<file path="src/rtl/serial_adder_if.sv">
// ----------------------------------------------------------------------------
// serial_adder_if
// Handshake and data bundle for the bit-serial adder.
//   start      : request to begin an addition (requester -> adder)
//   a, b, cin  : operands and carry-in, captured when start is accepted
//   sum, cout  : registered result, held until the next completion or reset
//   busy       : addition in progress
//   done       : one-cycle pulse, sum/cout valid during it
// Modports: master = requester side, slave = adder side.
// ----------------------------------------------------------------------------
interface serial_adder_if #(
    parameter int WIDTH = 8
) ();
    logic             start;
    logic [WIDTH-1:0] a;
    logic [WIDTH-1:0] b;
    logic             cin;
    logic [WIDTH-1:0] sum;
    logic             cout;
    logic             busy;
    logic             done;

    modport master (
        output start, a, b, cin,
        input  sum, cout, busy, done
    );

    modport slave (
        input  start, a, b, cin,
        output sum, cout, busy, done
    );
endinterface

</file>
<file path="src/rtl/serial_adder.sv">
// ----------------------------------------------------------------------------
// serial_adder
// Bit-serial adder: computes a + b + cin one bit per clock, LSB first, with a
// three-state FSM (IDLE -> ADD -> DONE). An addition takes WIDTH ADD cycles
// followed by a single DONE cycle in which done pulses.
// Ports:
//   clk  : clock, rising edge
//   rst  : asynchronous active-high reset, clears all state
//   bus  : serial_adder_if.slave (start/a/b/cin in, sum/cout/busy/done out)
// ----------------------------------------------------------------------------
module serial_adder #(
    parameter int WIDTH = 8
) (
    input  logic           clk,
    input  logic           rst,
    serial_adder_if.slave  bus
);
    localparam int CNT_W = $clog2(WIDTH);

    typedef enum logic [1:0] {
        IDLE = 2'd0,
        ADD  = 2'd1,
        DONE = 2'd2
    } state_t;

    state_t           state;
    logic [WIDTH-1:0] a_sr;
    logic [WIDTH-1:0] b_sr;
    logic [WIDTH-1:0] s_sr;
    logic             carry;
    logic [CNT_W-1:0] bit_cnt;

    logic [WIDTH-1:0] sum_r;
    logic             cout_r;
    logic             busy_r;
    logic             done_r;

    logic             s_bit;
    logic             c_next;
    logic [WIDTH-1:0] s_shifted;
    logic             last_bit;

    function automatic logic [1:0] full_add(input logic x, input logic y, input logic c);
        full_add = {(x & y) | (x & c) | (y & c), x ^ y ^ c};
    endfunction

    always_comb begin
        {c_next, s_bit} = full_add(a_sr[0], b_sr[0], carry);
        s_shifted       = {s_bit, s_sr[WIDTH-1:1]};
        last_bit        = (bit_cnt == CNT_W'(WIDTH - 1));
    end

    always_ff @(posedge clk or posedge rst) begin
        if (rst) begin
            state   <= IDLE;
            a_sr    <= '0;
            b_sr    <= '0;
            s_sr    <= '0;
            carry   <= 1'b0;
            bit_cnt <= '0;
            sum_r   <= '0;
            cout_r  <= 1'b0;
            busy_r  <= 1'b0;
            done_r  <= 1'b0;
        end else begin
            case (state)
                IDLE, DONE: begin
                    done_r <= 1'b0;
                    if (bus.start) begin
                        a_sr    <= bus.a;
                        b_sr    <= bus.b;
                        carry   <= bus.cin;
                        bit_cnt <= '0;
                        busy_r  <= 1'b1;
                        state   <= ADD;
                    end else begin
                        busy_r  <= 1'b0;
                        state   <= IDLE;
                    end
                end
                ADD: begin
                    // start is deliberately not looked at here.
                    a_sr    <= a_sr >> 1;
                    b_sr    <= b_sr >> 1;
                    s_sr    <= s_shifted;
                    carry   <= c_next;
                    bit_cnt <= bit_cnt + 1'b1;
                    if (last_bit) begin
                        // Take the final sum bit and carry straight from the
                        // adder so the result appears together with done.
                        sum_r  <= s_shifted;
                        cout_r <= c_next;
                        busy_r <= 1'b0;
                        done_r <= 1'b1;
                        state  <= DONE;
                    end
                end
                default: begin
                    busy_r <= 1'b0;
                    done_r <= 1'b0;
                    state  <= IDLE;
                end
            endcase
        end
    end

    assign bus.sum  = sum_r;
    assign bus.cout = cout_r;
    assign bus.busy = busy_r;
    assign bus.done = done_r;
endmodule

</file>
<file path="src/flat_wrapper.sv">
// flat-port wrapper written by rule: the top's interface ports become plain ports
module serial_adder_flat 
#(
    parameter int WIDTH = 8
)
  (clk, rst, bus_start, bus_a, bus_b, bus_cin, bus_sum, bus_cout, bus_busy, bus_done);
  serial_adder_if #(.WIDTH(WIDTH)) bus_i ();
  input  logic clk;
  input  logic rst;
  input wire logic [$bits(bus_i.start)-1:0] bus_start;
  input wire logic [$bits(bus_i.a)-1:0] bus_a;
  input wire logic [$bits(bus_i.b)-1:0] bus_b;
  input wire logic [$bits(bus_i.cin)-1:0] bus_cin;
  output wire logic [$bits(bus_i.sum)-1:0] bus_sum;
  output wire logic [$bits(bus_i.cout)-1:0] bus_cout;
  output wire logic [$bits(bus_i.busy)-1:0] bus_busy;
  output wire logic [$bits(bus_i.done)-1:0] bus_done;
  assign bus_i.start = bus_start;
  assign bus_i.a = bus_a;
  assign bus_i.b = bus_b;
  assign bus_i.cin = bus_cin;
  assign bus_sum = bus_i.sum;
  assign bus_cout = bus_i.cout;
  assign bus_busy = bus_i.busy;
  assign bus_done = bus_i.done;
  serial_adder #(.WIDTH(WIDTH)) u_core (.clk(clk), .rst(rst), .bus(bus_i));
endmodule
</file>
<file path="config.mk">
export PLATFORM = sky130hd
export DESIGN_NAME = serial_adder_flat
export DESIGN_NICKNAME = d
export VERILOG_FILES = /design/src/rtl/serial_adder_if.sv /design/src/rtl/serial_adder.sv /design/src/flat_wrapper.sv
export SDC_FILE = /design/constraint.sdc
export NUM_CORES = 1
export LEC_CHECK = 0
export CAP_MARGIN = 25
export CORE_ASPECT_RATIO = 0.9
export CORE_MARGIN = 2
export CORE_UTILIZATION = 47
export DETAILED_ROUTE_END_ITERATION = 10
export GPL_TIMING_DRIVEN = 0
export HOLD_SLACK_MARGIN = 0.1
export PLACE_DENSITY = 0.86
export SYNTH_ARGS = -nofsm -noshare
export SYNTH_HDL_FRONTEND = slang
export SYNTH_SLANG_ARGS = --single-unit
</file>
<file path="constraint.sdc">
create_clock -name clk -period 1.56 [get_ports clk]
set_clock_uncertainty 0.2 [all_clocks]
set_input_delay 0.312 -clock clk [delete_from_list [all_inputs] [get_ports clk]]
set_output_delay 0.312 -clock clk [all_outputs]
set_load 0.02 [all_outputs]
</file>
==> impl_metrics.py, run 1 <==
metrics = {
    "synth": {
        "post_synth_instance_area_sq_um": 1810,
        "netlist-cell-type-count": 27,
        "synthesis.area_per_instance_sq_um": 11.3,
        "sequential_element_share_of_the_synthesized_area_pct": 52.4,
        "syn_nets": 183,
        "synth_cells": 160,
        "synth-warning-count": 0,
        "postSynthRegisterBits": 38,
        "synth.top_cell.area_share_pct": 52.4,
        "most_area_consuming_cells_after_synthesis": "dfrtp_1, mux2i_1, mux2_2",
        "synth_largest_area_cell": "dfrtp_1",
    },
    "floorplanning": {
        "core_region_area_sq_um": 3700,
        "num_rows": 21,
        "design.portCount": 31,
        "die_h_um": 62.9,
        "die-area_sq_um": 4370,
        "floorplan.initialDensity_pct": 48.9,
        "die_w_um": 69.5,
    },
    "clock_network": {
        "latest_clock_arrival_within_the_worst_skew_pair_ps": 280,
        "holdBufCountCts": 0,
        "tritoncts_clock_tree": "built",
        "cts_sinks": 38,
        "clk_pin_slew_ps": 70,
        "clock_tree.root_cell": "clkbuf_8",
        "clock_tree.htree_level_count": 2,
        "clock_path_buffers": 2,
        "cts_buffers": 5,
    },
    "drt": {
        "vias_per_cell": 5.32,
        "routed_wirelength_um": 3600,
        "firstDrtPassIters": 5,
        "routed-via-count": 1319,
        "detail-route-antenna-nets": 0,
        "routed_wire_length_per_instance_um": 14.5,
        "detail_route.iter0.violations": 121,
        "route.detailed.drc": 0,
    },
    "sta": {
        "min_period_ps": 1550,
        "rsz_0062_raised_after_global_routing": "true",
        "finalHoldViolCount": 0,
        "layout_setup_ws_ps": 8.86,
        "post-route-period-util_pct": 99.4,
        "report.final.setup_viol": 0,
        "fmaxAchievable_mhz": 645,
        "whs_ps": 285,
        "slew_violations": 0,
        "timing.slew.headroom_pct": 48.1,
        "timing_worst_slew_pin_value_ps": 777,
        "final.setup.tns_ps": 0,
    },
    "critical_path": {
        "arrival_ps": 1520,
        "worstPathMaxFanout": 2,
        "crit_path_cell_trace": "ha_2 > ha_4 > mux2_4 > a22o_1",
        "endpoint_kind": "register",
        "cp_data_required_time_ps": 1530,
        "cp_slowest_cell": "dfrtp_1",
        "timing.setup.critical_path_class": "register to register",
        "cpPeakStageDelay_ps": 380,
        "start_kind": "register",
    },
    "run": {
        "max_cap_viol_count": 0,
    },
    "global_routing": {
        "antenna_found_initial": 0,
        "via_count_of_the_first_global_routing_pass": 1317,
        "grt_first_pass_wirelength_um": 6130,
        "globalRouteTotalUtil_pct": 17.3,
        "grt-ovfl-total": 0,
        "maximum_number_of_pins_on_one_net_before_global_route_repair": 22,
    },
    "final_layout": {
        "share_of_final_layout_standard_cells_stronger_than_drive_strength_1_pct": 21.8,
        "fillCellCount": 277,
        "antenna-diode-count": 0,
        "area_taken_by_multi_input_logic_gates_sq_um": 852,
        "area.growth.synth_to_final_pct": 31.1,
        "layout.nets": 224,
        "regArea_sq_um": 951,
    },
    "run_status": {
        "outcome": "complete, no violations",
    },
    "placed_design": {
        "port_buffers": 30,
        "gp_congestion": 0.785,
        "dp.final_hpwl_um": 2400,
        "placement.setup.worst_slack_ps": -280,
    },
    "pwr": {
        "power.density_nw_per_um2": 1840,
        "leakage_nw": 1.05,
        "worst_ir_drop_vdd_mv": 0.657,
    },
    "min_path": {
        "holdCritPathClass": "input pin to async pin",
    },
}
kinds of logic after synthesis:
kind of cell	Yosys count	synth area share (%)
DFF	38	52.4
buffers and inverters	13	4.35
AOI/OAI and AO/OA	34	12.3
adders and majority gates	3	2.48
and+or+nand+nor	45	12.6
muxes	26	15.3
xor gates and xnor gates	1	0.483
what timing repair did:
action                                  4_1_cts  5_1_grt
resized for setup                            16       12
buffers inserted                              2        1
endpoints found under the setup margin       23       15
critical path: cells and delay by family (launching register included):
kind / cells / cell delay, ps
adder cells (fa/ha/maj): 2 / 400
AO/OA/AOI/OAI: 1 / 200
multiplexers: 1 / 260
flip-flops: 1 / 380
path summary, 6_finish.rpt:
kind	startpoint	end	slack (ps)	cells after the start
worst max-delay path	u_core.bit_cnt[1]$_DFFE_PP0P_	u_core.bit_cnt[2]$_DFFE_PP0P_	9	4
worst min-delay path	rst	u_core.bus.sum[0]$_DFFE_PP0P_	280	2
worst max register to register	u_core.bit_cnt[1]$_DFFE_PP0P_	u_core.bit_cnt[2]$_DFFE_PP0P_	9	4
worst min register to register	u_core.s_sr[1]$_DFFE_PP0P_	u_core.s_sr[1]$_DFFE_PP0P_	290	2
max in group asynchronous	rst	u_core.a_sr[6]$_DFFE_PP0P_	320	3
min in group clk	u_core.s_sr[1]$_DFFE_PP0P_	u_core.s_sr[1]$_DFFE_PP0P_	290	2
layout make-up:
cell class | count | share of cell area, %
Sequential cell | 38 | 40.0
Multi-Input combinational cell | 109 | 35.9
Tap cell | 46 | 2.42
Timing Repair Buffer | 34 | 14.1
Clock inverter | 1 | 0.211
Inverter | 2 | 0.316
Buffer | 11 | 3.42
Clock buffer | 7 | 3.63
flip-flops by register name, summed over array words and instances, names as in the netlist:
| register | count |
|---|---|
| u_core.b_sr | 8 |
| u_core.carry | 1 |
| u_core.bus.cout | 1 |
| u_core.bit_cnt | 3 |
| u_core.a_sr | 8 |
| u_core.state | 2 |
| u_core.s_sr | 7 |
| u_core.bus.sum | 8 |
placed cells by master, fill, tap and decap left out, types with 3 or more instances in the layout:
master,n
a211oi_1,7
mux2_2,9
buf_4,6
mux2i_1,15
buf_2,4
clkdlybuf4s50_1,18
nand2_1,22
nor2b_1,13
o21ai_0,3
clkbuf_8,6
a211oi_2,6
dlygate4sd2_1,10
a21oi_1,13
buf_6,3
dfrtp_1,38
per-layer routing:
metal,vias to the layer above,routed length (um),track usage [%]
met4,0,23,5.15
met1,648,1760,24.3
met5,-,0,0
met2,24,1710,27.4
met3,2,104,3.06
li1,645,-,-
synthesized netlist by cell type, drive strengths merged:
| cell type | count |
|---|---|
| fa | 1 |
| nand2b | 2 |
| nor3b | 2 |
| a221o | 2 |
| mux2 | 11 |
| o21ai | 3 |
| ha | 2 |
| dfrtp | 38 |
| a21oi | 13 |
| xnor2 | 1 |
| inv | 2 |
| nor2b | 15 |
| nor2 | 1 |
| mux2i | 15 |
| o21bai | 1 |
| nand2 | 23 |
| a22o | 2 |
| a211oi | 13 |
| nand3 | 2 |
| buf | 11 |
power by group:
group	internal, mW	total (mW)	switching (mW)
Sequential	1.45	1.75	0.304
Combinational	0.949	1.93	0.985
Clock	0.357	0.678	0.322
per-stage QoR:
stage | cells | total power [mW] | util (%) | area (sq um)
2_1_floorplan | 160 | 3.01 | - | 1830
3_3_place_gp | 236 | 3.54 | 59.0 | 2190
3_5_place_dp | 237 | 3.63 | 59.7 | 2210
4_1_cts | 247 | 4.30 | 62.9 | 2330
5_1_grt | 248 | 4.72 | 64.1 | 2380
6_report | 248 | 4.37 | 64.1 | 2380
(Power assumes the default switching activity.)
==> run 2, diff against run 1 <==
--- a/config.mk
+++ b/config.mk
@@ -12,7 +12,7 @@
 export DETAILED_ROUTE_END_ITERATION = 10
 export GPL_TIMING_DRIVEN = 0
 export HOLD_SLACK_MARGIN = 0.1
-export PLACE_DENSITY = 0.86
+export PLACE_DENSITY = 0.75
 export SYNTH_ARGS = -nofsm -noshare
 export SYNTH_HDL_FRONTEND = slang
 export SYNTH_SLANG_ARGS = --single-unit
==> run 2 against run 1 <==
Global-route usage up 0.98 points. Setup slack worse by 8.5 ps. Critical path depth unchanged. Utilization is 0.78 points lower. Hold slack gained 14 ps. Routed wire length increased by 2.7%. Combinational power down 3%. Sequential power about the same. Via count is 2.0% higher. Critical path type unchanged. Largest cell class unchanged. Largest power group unchanged. Highest routed layer unchanged.
==> impl_metrics.py, run 2 (synthesis gave the netlist of run 1 again) <==
metrics = {
    "critical_path": {
        "cpPeakStageDelay_ps": 390,
        "reg2reg_depth": 4,
        "worstSetupEndpoint": "u_core.bit_cnt[2]$_DFFE_PP0P_",
        "critPathBufInv": 0,
        "startpoint": "u_core.bit_cnt[0]$_DFFE_PP0P_",
        "cp_slowest_cell": "dfrtp_1",
        "worstPathMaxFanout": 2,
        "cp_data_required_time_ps": 1540,
        "arrival_ps": 1540,
        "timing.setup.critical_path_class": "register to register",
        "crit_path_cell_trace": "ha_2 > ha_4 > mux2_4 > a22o_1",
        "crit_family": "adder cells",
        "endpoint_kind": "register",
        "start_kind": "register",
        "regToRegEndpoint": "u_core.bit_cnt[2]$_DFFE_PP0P_",
        "r2r_setup_slack_ps": 0.4,
        "levels_on_crit_path": 4,
        "regToRegStartpoint": "u_core.bit_cnt[0]$_DFFE_PP0P_",
    },
    "final_layout": {
        "antenna-diode-count": 0,
        "fillCellCount": 300,
        "area.growth.synth_to_final_pct": 29.5,
        "layout.nets": 226,
        "share_of_final_layout_standard_cells_stronger_than_drive_strength_1_pct": 19.2,
        "area_taken_by_multi_input_logic_gates_sq_um": 817,
        "final_cell_mix": "dfrtp_1, nand2_1, clkdlybuf4s50_1",
        "regArea_sq_um": 951,
        "finish.cell_count_without_fillers": 249,
        "layout.cells.most_common": "dfrtp_1",
        "finish.utilization_pct": 63.4,
    },
    "drt": {
        "firstDrtPassIters": 4,
        "routed_wire_length_per_instance_um": 14.8,
        "routed-via-count": 1346,
        "detail-route-antenna-nets": 0,
        "route.detailed.drc": 0,
        "detail_route.iter0.violations": 113,
        "routed_wirelength_um": 3690,
        "vias_per_cell": 5.41,
    },
    "global_routing": {
        "grt_first_pass_wirelength_um": 6340,
        "antenna_found_initial": 0,
        "maximum_number_of_pins_on_one_net_before_global_route_repair": 26,
        "via_count_of_the_first_global_routing_pass": 1393,
        "globalRouteTotalUtil_pct": 18.3,
        "grt-ovfl-total": 0,
    },
    "sta": {
        "min_period_ps": 1560,
        "timing_worst_slew_pin_value_ps": 294,
        "rsz_0062_raised_after_global_routing": "true",
        "layout_setup_ws_ps": 0.395,
        "final.setup.tns_ps": 0,
        "finalHoldViolCount": 0,
        "fmaxAchievable_mhz": 641,
        "post-route-period-util_pct": 100,
        "timing.slew.headroom_pct": 80.3,
        "report.final.setup_viol": 0,
        "slew_violations": 0,
    },
    "pwr": {
        "p_total_mw": 4.27,
        "worst_ir_drop_vdd_mv": 0.935,
        "power.density_nw_per_um2": 1820,
        "leakage_nw": 1.03,
    },
    "run": {
        "max_cap_viol_count": 0,
    },
    "floorplanning": {
        "floorplan.initialDensity_pct": 48.9,
        "die-area_sq_um": 4370,
        "num_rows": 21,
        "core_region_area_sq_um": 3700,
        "design.portCount": 31,
        "die_h_um": 62.9,
        "die_w_um": 69.5,
    },
    "run_status": {
        "outcome": "complete, no violations",
    },
    "min_path": {
        "holdCritPathClass": "register to register",
        "worstHoldPathCells": 1,
    },
    "clock_network": {
        "clock_path_buffers": 2,
        "cts_buffers": 5,
        "tritoncts_clock_tree": "built",
        "clk_pin_slew_ps": 70,
        "clock_tree.htree_level_count": 2,
        "cts_sinks": 38,
        "latest_clock_arrival_within_the_worst_skew_pair_ps": 280,
        "clock_tree.root_cell": "clkbuf_8",
    },
    "placed_design": {
        "placement.setup.worst_slack_ps": -346,
        "gp_congestion": 0.754,
        "dp.final_hpwl_um": 2630,
        "port_buffers": 30,
        "dp.cells": 238,
    },
}
-- run 2: per-stage QoR --
| stage | hold slack (ps) | area (sq um) |
|---|---|---|
| global route | 316 | 2350 |
| global placement | 255 | 2190 |
| detailed placement | 292 | 2220 |
| CTS | 305 | 2330 |
| floorplan | 242 | 1830 |
| finish | 299 | 2350 |
-- run 2: power breakdown --
group / internal [mW] / switching (mW) / leakage, nW
clock: 0.300 / 0.332 / 0.0438
combinational: 0.931 / 0.950 / 0.524
sequential: 1.45 / 0.307 / 0.463
-- run 2: layout make-up --
type                       count  share of cell area (%)
clock buffer                   5                    2.93
sequential                    38                    40.5
inverter                       2                   0.320
timing repair buffer          36                    15.1
clock inverter                 2                   0.426
tap                           46                    2.45
buffer                        11                    3.46
multi-input combinational    109                    34.8
-- run 2: worst min-delay path by stage --
stage	from	to	slack, ps
4_1_cts	u_core.bus.sum[4]$_DFFE_PP0P_	u_core.bus.sum[4]$_DFFE_PP0P_	310
6_report	u_core.bus.sum[4]$_DFFE_PP0P_	u_core.bus.sum[4]$_DFFE_PP0P_	300
5_1_grt	u_core.bus.sum[4]$_DFFE_PP0P_	u_core.bus.sum[4]$_DFFE_PP0P_	320
2_1_floorplan	u_core.s_sr[1]$_DFFE_PP0P_	u_core.s_sr[1]$_DFFE_PP0P_	240
3_3_place_gp	u_core.s_sr[1]$_DFFE_PP0P_	u_core.s_sr[1]$_DFFE_PP0P_	260
3_5_place_dp	u_core.s_sr[2]$_DFFE_PP0P_	u_core.s_sr[2]$_DFFE_PP0P_	290
-- run 2: what timing repair did --
item,in CTS,in global routing
gates resized for setup,14,5
pin swaps,0,2
endpoints found under the hold margin,1,0
hold buffers,1,0
endpoints found under the setup margin,22,15
buffers inserted,2,1
gates cloned,0,0
-- run 2: per-layer routing --
metal / global-route usage, % / vias up / routed length, um
met4: 7.84 / 0 / 44
li1: - / 646 / -
met1: 22.9 / 660 / 1680
met5: 0 / - / 0
met2: 29.9 / 35 / 1810
met3: 4.68 / 5 / 160
